`src/rtl/mips_load_store_unit_if.sv`:
```
// Memory bus between the load/store unit and the byte-enabled data RAM.
// Latency: none (wires only); read data returns the cycle after a read is accepted.
// Backpressure: mem_waitrequest high stalls the master, which holds every request field.
// Ports: master drives address/strobes/byteenable/writedata; slave drives readdata/waitrequest.
interface mips_load_store_unit_if;
    logic [31:0] mem_address;
    logic        mem_read;
    logic        mem_write;
    logic [3:0]  mem_byteenable;
    logic [31:0] mem_writedata;
    logic [31:0] mem_readdata;
    logic        mem_waitrequest;

    modport master (
        output mem_address, mem_read, mem_write, mem_byteenable, mem_writedata,
        input  mem_readdata, mem_waitrequest
    );

    modport slave (
        input  mem_address, mem_read, mem_write, mem_byteenable, mem_writedata,
        output mem_readdata, mem_waitrequest
    );
endinterface

```
`src/rtl/mips_load_store_unit.sv`:
```
// MIPS load/store unit: one word-aligned RAM transaction per access, with lane enables,
// lane-replicated store data and extend/merge of load data; misaligned/unknown ops rejected.
// Latency: store done in cycle 2, load in cycle 3, reject in cycle 1; +1 per waitrequest cycle.
// Ports: clk, reset (sync, active-high), start/op/addr/rt_val request, busy/done/result/err
// response, bus = memory master. start is ignored while busy; no queueing.
module mips_load_store_unit (
    input  logic                          clk,
    input  logic                          reset,
    input  logic                          start,
    input  logic [3:0]                    op,
    input  logic [31:0]                   addr,
    input  logic [31:0]                   rt_val,
    output logic                          busy,
    output logic                          done,
    output logic [31:0]                   result,
    output logic                          err,
    mips_load_store_unit_if.master        bus
);

    typedef enum logic [1:0] {
        S_IDLE   = 2'd0,
        S_REQ    = 2'd1,
        S_RDWAIT = 2'd2,
        S_DONE   = 2'd3
    } state_t;

    state_t      state_q, state_d;
    logic [3:0]  op_q;
    logic [31:0] addr_q;
    logic [31:0] rt_q;
    logic        err_q;
    logic [31:0] result_q;

    logic        req_legal;
    logic        req_aligned;
    logic [1:0]  o;
    logic [3:0]  be_c;
    logic [31:0] wd_c;
    logic [31:0] load_val;
    logic [7:0]  rd_byte;
    logic [15:0] rd_half;

    // Decode of the incoming request (only meaningful while sampling start in IDLE).
    always_comb begin
        req_legal   = 1'b0;
        req_aligned = 1'b1;
        case (op)
            4'b0000, 4'b0010, 4'b0100, 4'b0110,
            4'b1000, 4'b1010, 4'b1110:          req_legal = 1'b1;
            4'b0001, 4'b0101, 4'b1001: begin
                req_legal   = 1'b1;
                req_aligned = ~addr[0];
            end
            4'b0011, 4'b1011: begin
                req_legal   = 1'b1;
                req_aligned = (addr[1:0] == 2'b00);
            end
            default:                            req_legal = 1'b0;
        endcase
    end

    assign o = addr_q[1:0];

    // Lane enables and write data for the latched op. Loads use only be_c.
    always_comb begin
        be_c = 4'b0000;
        wd_c = 32'h0;
        case (op_q[2:0])
            3'b000, 3'b100: begin                    // LB/LBU/SB
                be_c = 4'b0001 << o;
                wd_c = {4{rt_q[7:0]}};
            end
            3'b001, 3'b101: begin                    // LH/LHU/SH
                be_c = o[1] ? 4'b1100 : 4'b0011;
                wd_c = {2{rt_q[15:0]}};
            end
            3'b011: begin                            // LW/SW
                be_c = 4'b1111;
                wd_c = rt_q;
            end
            3'b010: begin                            // LWL/SWL
                if (op_q[3]) begin
                    case (o)
                        2'd0: begin be_c = 4'b0001; wd_c = {24'h0, rt_q[31:24]}; end
                        2'd1: begin be_c = 4'b0011; wd_c = {16'h0, rt_q[31:16]}; end
                        2'd2: begin be_c = 4'b0111; wd_c = {8'h0,  rt_q[31:8]};  end
                        default: begin be_c = 4'b1111; wd_c = rt_q; end
                    endcase
                end else begin
                    be_c = 4'b1111;
                end
            end
            3'b110: begin                            // LWR/SWR
                if (op_q[3]) begin
                    case (o)
                        2'd0: begin be_c = 4'b1111; wd_c = rt_q; end
                        2'd1: begin be_c = 4'b1110; wd_c = {rt_q[23:0], 8'h0};  end
                        2'd2: begin be_c = 4'b1100; wd_c = {rt_q[15:0], 16'h0}; end
                        default: begin be_c = 4'b1000; wd_c = {rt_q[7:0], 24'h0}; end
                    endcase
                end else begin
                    be_c = 4'b1111;
                end
            end
            default: begin
                be_c = 4'b0000;
                wd_c = 32'h0;
            end
        endcase
    end

    // Load extraction / extension / unaligned merge from the returned word.
    always_comb begin
        case (o)
            2'd0:    rd_byte = bus.mem_readdata[7:0];
            2'd1:    rd_byte = bus.mem_readdata[15:8];
            2'd2:    rd_byte = bus.mem_readdata[23:16];
            default: rd_byte = bus.mem_readdata[31:24];
        endcase
        rd_half  = o[1] ? bus.mem_readdata[31:16] : bus.mem_readdata[15:0];
        load_val = bus.mem_readdata;
        case (op_q[2:0])
            3'b000: load_val = {{24{rd_byte[7]}}, rd_byte};
            3'b100: load_val = {24'h0, rd_byte};
            3'b001: load_val = {{16{rd_half[15]}}, rd_half};
            3'b101: load_val = {16'h0, rd_half};
            3'b010: begin
                case (o)
                    2'd0:    load_val = {bus.mem_readdata[7:0],  rt_q[23:0]};
                    2'd1:    load_val = {bus.mem_readdata[15:0], rt_q[15:0]};
                    2'd2:    load_val = {bus.mem_readdata[23:0], rt_q[7:0]};
                    default: load_val = bus.mem_readdata;
                endcase
            end
            3'b110: begin
                case (o)
                    2'd0:    load_val = bus.mem_readdata;
                    2'd1:    load_val = {rt_q[31:24], bus.mem_readdata[31:8]};
                    2'd2:    load_val = {rt_q[31:16], bus.mem_readdata[31:16]};
                    default: load_val = {rt_q[31:8],  bus.mem_readdata[31:24]};
                endcase
            end
            default: load_val = bus.mem_readdata;
        endcase
    end

    always_comb begin
        state_d = state_q;
        case (state_q)
            S_IDLE: begin
                if (start) begin
                    state_d = (req_legal && req_aligned) ? S_REQ : S_DONE;
                end
            end
            S_REQ: begin
                if (!bus.mem_waitrequest) begin
                    state_d = op_q[3] ? S_DONE : S_RDWAIT;
                end
            end
            S_RDWAIT: state_d = S_DONE;
            default:  state_d = S_IDLE;
        endcase
    end

    always_ff @(posedge clk) begin
        if (reset) begin
            state_q  <= S_IDLE;
            op_q     <= 4'h0;
            addr_q   <= 32'h0;
            rt_q     <= 32'h0;
            err_q    <= 1'b0;
            result_q <= 32'h0;
        end else begin
            state_q <= state_d;
            if (state_q == S_IDLE && start) begin
                op_q   <= op;
                addr_q <= addr;
                rt_q   <= rt_val;
                err_q  <= ~(req_legal && req_aligned);
            end
            // Rejected accesses never pass through RDWAIT, so result is left untouched.
            if (state_q == S_RDWAIT) begin
                result_q <= load_val;
            end
        end
    end

    // Bus fields are driven only in REQ; they derive from latched state, so they hold
    // steady for as long as waitrequest stalls the transaction.
    assign bus.mem_read       = (state_q == S_REQ) && !op_q[3];
    assign bus.mem_write      = (state_q == S_REQ) &&  op_q[3];
    assign bus.mem_address    = (state_q == S_REQ) ? {addr_q[31:2], 2'b00} : 32'h0;
    assign bus.mem_byteenable = (state_q == S_REQ) ? be_c : 4'b0000;
    assign bus.mem_writedata  = bus.mem_write ? wd_c : 32'h0;

    assign busy   = (state_q != S_IDLE);
    assign done   = (state_q == S_DONE);
    assign err    = done && err_q;
    assign result = result_q;

endmodule

```
`src/flat_wrapper.sv`:
```
// flat-port wrapper written by rule: the top's interface ports become plain ports
module mips_load_store_unit_flat 
  (clk, reset, start, op, addr, rt_val, busy, done, result, err, bus_mem_address, bus_mem_read, bus_mem_write, bus_mem_byteenable, bus_mem_writedata, bus_mem_readdata, bus_mem_waitrequest);
  mips_load_store_unit_if bus_i ();
  input  logic clk;
  input  logic reset;
  input  logic start;
  input  logic [3:0] op;
  input  logic [31:0] addr;
  input  logic [31:0] rt_val;
  output logic busy;
  output logic done;
  output logic [31:0] result;
  output logic err;
  output wire logic [$bits(bus_i.mem_address)-1:0] bus_mem_address;
  output wire logic [$bits(bus_i.mem_read)-1:0] bus_mem_read;
  output wire logic [$bits(bus_i.mem_write)-1:0] bus_mem_write;
  output wire logic [$bits(bus_i.mem_byteenable)-1:0] bus_mem_byteenable;
  output wire logic [$bits(bus_i.mem_writedata)-1:0] bus_mem_writedata;
  input wire logic [$bits(bus_i.mem_readdata)-1:0] bus_mem_readdata;
  input wire logic [$bits(bus_i.mem_waitrequest)-1:0] bus_mem_waitrequest;
  assign bus_mem_address = bus_i.mem_address;
  assign bus_mem_read = bus_i.mem_read;
  assign bus_mem_write = bus_i.mem_write;
  assign bus_mem_byteenable = bus_i.mem_byteenable;
  assign bus_mem_writedata = bus_i.mem_writedata;
  assign bus_i.mem_readdata = bus_mem_readdata;
  assign bus_i.mem_waitrequest = bus_mem_waitrequest;
  mips_load_store_unit u_core (.clk(clk), .reset(reset), .start(start), .op(op), .addr(addr), .rt_val(rt_val), .busy(busy), .done(done), .result(result), .err(err), .bus(bus_i));
endmodule
```
`config.mk`:
```
export PLATFORM = sky130hd
export DESIGN_NAME = mips_load_store_unit_flat
export DESIGN_NICKNAME = d
export VERILOG_FILES = /design/src/rtl/mips_load_store_unit_if.sv /design/src/rtl/mips_load_store_unit.sv /design/src/flat_wrapper.sv
export SDC_FILE = /design/constraint.sdc
export NUM_CORES = 1
export LEC_CHECK = 0
export CAP_MARGIN = 0
export CORE_MARGIN = 2
export CORE_UTILIZATION = 50
export CTS_BUF_LIST = sky130_fd_sc_hd__clkbuf_8 sky130_fd_sc_hd__clkbuf_16
export DETAILED_ROUTE_END_ITERATION = 10
export HOLD_SLACK_MARGIN = 0.02
export PLACE_DENSITY = 0.8
export SLEW_MARGIN = 20
export SYNTH_ARGS = -nofsm -noshare
export SYNTH_HDL_FRONTEND = slang
export SYNTH_SLANG_ARGS = --single-unit
```
`constraint.sdc`:
```
create_clock -name clk -period 2 [get_ports clk]
set_clock_uncertainty 0.1 [all_clocks]
set_input_delay 0.3 -clock clk [delete_from_list [all_inputs] [get_ports clk]]
set_output_delay 0.3 -clock clk [all_outputs]
set_load 0.01 [all_outputs]
```
==> metrics.csv <==
metric,value,unit
path_clk_slew,80,ps
grt_pass1_vias,9261,
fin_crit,2330,ps
worst-path-stages,6,
cts-htree-levels,3,
avgSynthCellArea,7.74,um2
cts.path.max_buffers,2,
worstReg2RegEnd,u_core.result[23],
vias_per_cell,6.43,
numClockSinks,103,
synthTopCellsByArea,"dfxtp_1 27%, nand2_1 10%, mux2i_1 7.4%",
hold_slack,154,ps
routedWlPerCell,23.4,um
status,"finished, violations left",
ys_types,67,
antenna_found_initial,0,
drtIter0Drc,1223,
start_util,0.511,
hold_buffers,0,
rr_worst_depth,7,
setup.worst_path.end,bus_mem_writedata[23],
p_total,11.2,mW
hp-class,in2reg,
syn2layout_area_growth,57.6,%
failed_checks,setup timing,
slowest_delay,360,ps
r2r_setup_slack,-80,ps
gr-total-overflow,0,
worstSetupEndpointType,primary output,
syn-instance-count,1000,
via_count,9779,
crit_family,simple AND/OR/NAND/NOR gates,
min-delay-start,reset,
async_flop_share,0,
firstDrtPassIters,5,
grt_pass1_wl,52100,um
crit_type,reg2out,
pre_cts_ws,-518,ps
cp_slowest_cell,dfxtp_2,
grt_max_degree,90,
post-dp-hpwl,23900,um
pin_count,209,
drc_errors,0,
io_buffers,206,
die_height,128,um
worst_slack,-328,ps
core,15100,um2
slew_viol_final,0,
rows,45,
ys_seq_elements,103,
cts_buffers,9,
setup-violations-final,64,
cp-startpoint,u_core.op_q[0],
ys.flop_type,dfxtp_1,
drive_gt1_frac,0.296,
cp-start-kind,register,
clock_latency,360,ps
grt_util_all_layers,0.410,
crit_buf_inv,2,
synth_top_area_frac,0.266,
power.leakage,4.75,nW
cts_tree,built,
gp_congestion,0.967,
path_cells,"buf_6, and3b_2, and3_4, nand2_2, a31oi_4, buf_2",
finalCritPeriodShare,1.16,
final_antenna_net_count,0,
ys_warn_count,0,
fin_util,0.805,
critPathArrivalTime,1930,ps
grt_setup_unrepaired,true,
worstPathRequired,1600,ps
die-width,128,um
peakVddDrop,0.000563,V
synth-edff-count,0,
wirelength,35500,um
clock.fmax,430,MHz
path_max_fanout,8,
final_hold_viol_count,0,
die_area,16500,um2
yosysSeqAreaShare,0.266,
synth_area,7740,um2
synth_top_area_cell,dfxtp_1,
nets,1434,
clock_tree.root_cell,clkbuf_16,
synthTopCellsByCount,"210 x nand2_1, 103 x dfxtp_1, 96 x a21oi_1",
maxCapViolations,0,
power_density,921,nW/um2
n_fill_cell,996,
synth.most_common_cell,nand2_1,
timing.rr.start,u_core.op_q[1],
[worst register-to-register path, stage by stage, from the launching register on]
cell and delay (ps):
dfxtp_4 430, buf_4 270, buf_6 240, nand2_1 90, a21boi_1 160, and2_4 180
buf_12 140, a2111oi_4 360
[through the flow]
| stage | area (um2) | TNS [ps] | std cells |
|---|---|---|---|
| after floorplan | 7750 | -376 | 1001 |
| after global placement | 11000 | -13460 | 1471 |
| after detailed placement | 11000 | -14060 | 1471 |
| after CTS | 11900 | -8210 | 1511 |
| after global routing | 12200 | -12830 | 1519 |
| final | 12200 | -10600 | 1520 |
[kinds of logic after synthesis]
logic type | count (synthesis) | share of synthesized area
and+or+nand+nor | 378 | 0.226
AOI/OAI and AO/OA | 314 | 0.287
buffers and inverters | 110 | 0.0799
DFF | 103 | 0.266
muxes | 90 | 0.134
adders and majority gates | 4 | 0.00647
other | 1 | 0.000485
[repair_timing]
| item | in CTS | in global routing |
|---|---|---|
| buffers inserted | 20 | 11 |
| setup endpoints to repair | 101 | 67 |
| pin swaps | 53 | 15 |
| gates resized for setup | 327 | 44 |
| cloned | 4 | 0 |
[worst min path at each step]
stage | cells after the start | end | slack, ps
final | 2 | u_core.result[25] | 150
after global routing | 2 | u_core.result[30] | 160
after CTS | 2 | u_core.result[30] | 150
after detailed placement | 2 | u_core.addr_q[26] | 340
after global placement | 2 | u_core.addr_q[26] | 340
after floorplan | 2 | u_core.addr_q[10] | 330
[state kept, by name, indices dropped and copies added, names as in the netlist]
signal,count
u_core.addr_q,32
u_core.err_q,1
u_core.op_q,4
u_core.result,32
u_core.rt_q,32
u_core.state_q,2
[routing by layer]
| metal | part of all wire | GRT usage | vias up |
|---|---|---|---|
| met5 | 0 | 0 | - |
| li1 | - | - | 4309 |
| met1 | 0.37 | 0.515 | 4536 |
| met2 | 0.44 | 0.641 | 746 |
| met3 | 0.11 | 0.0998 | 188 |
| met4 | 0.074 | 0.242 | 0 |
[power breakdown]
part | internal (mW) | leakage (nW) | switching (mW)
logic | 2.98 | 3.75 | 3.38
registers | 2.49 | 0.846 | 0.429
clock network | 1.00 | 0.154 | 0.941
[cell usage in the layout (no fill, tap or decap), drive strengths merged, types with 9 or more instances in the layout]
cell type and instances:
a21oi 97, dlygate4sd2 21, mux2 25, nor2 48, o2bb2ai 16, and2 40, and3 10, inv 12
clkbuf 11, o221ai 16, dfxtp 103, or2 16, a31oi 43, a22oi 9, a2bb2oi 9, o21ai 11
o211ai 26, o31ai 16, o22ai 16, clkdlybuf4s50 134, nor2b 15, buf 248, mux2i 57, nand2b 13
nand2 211, nand3 14
[area by class of cell]
| type | instances | area (um2) | share of cell area |
|---|---|---|---|
| diodes | 1 | 2.50 | 0.000205 |
| clock buffers | 9 | 225 | 0.0185 |
| clock inverters | 7 | 86.3 | 0.00708 |
| inverters | 9 | 37.5 | 0.00308 |
| multi-input cells | 788 | 5660 | 0.464 |
| flip-flops and latches | 103 | 2080 | 0.171 |
| well taps | 188 | 235 | 0.0193 |
| repair buffers | 415 | 3870 | 0.317 |
Note: power is estimated with default switching activity, not from simulation.
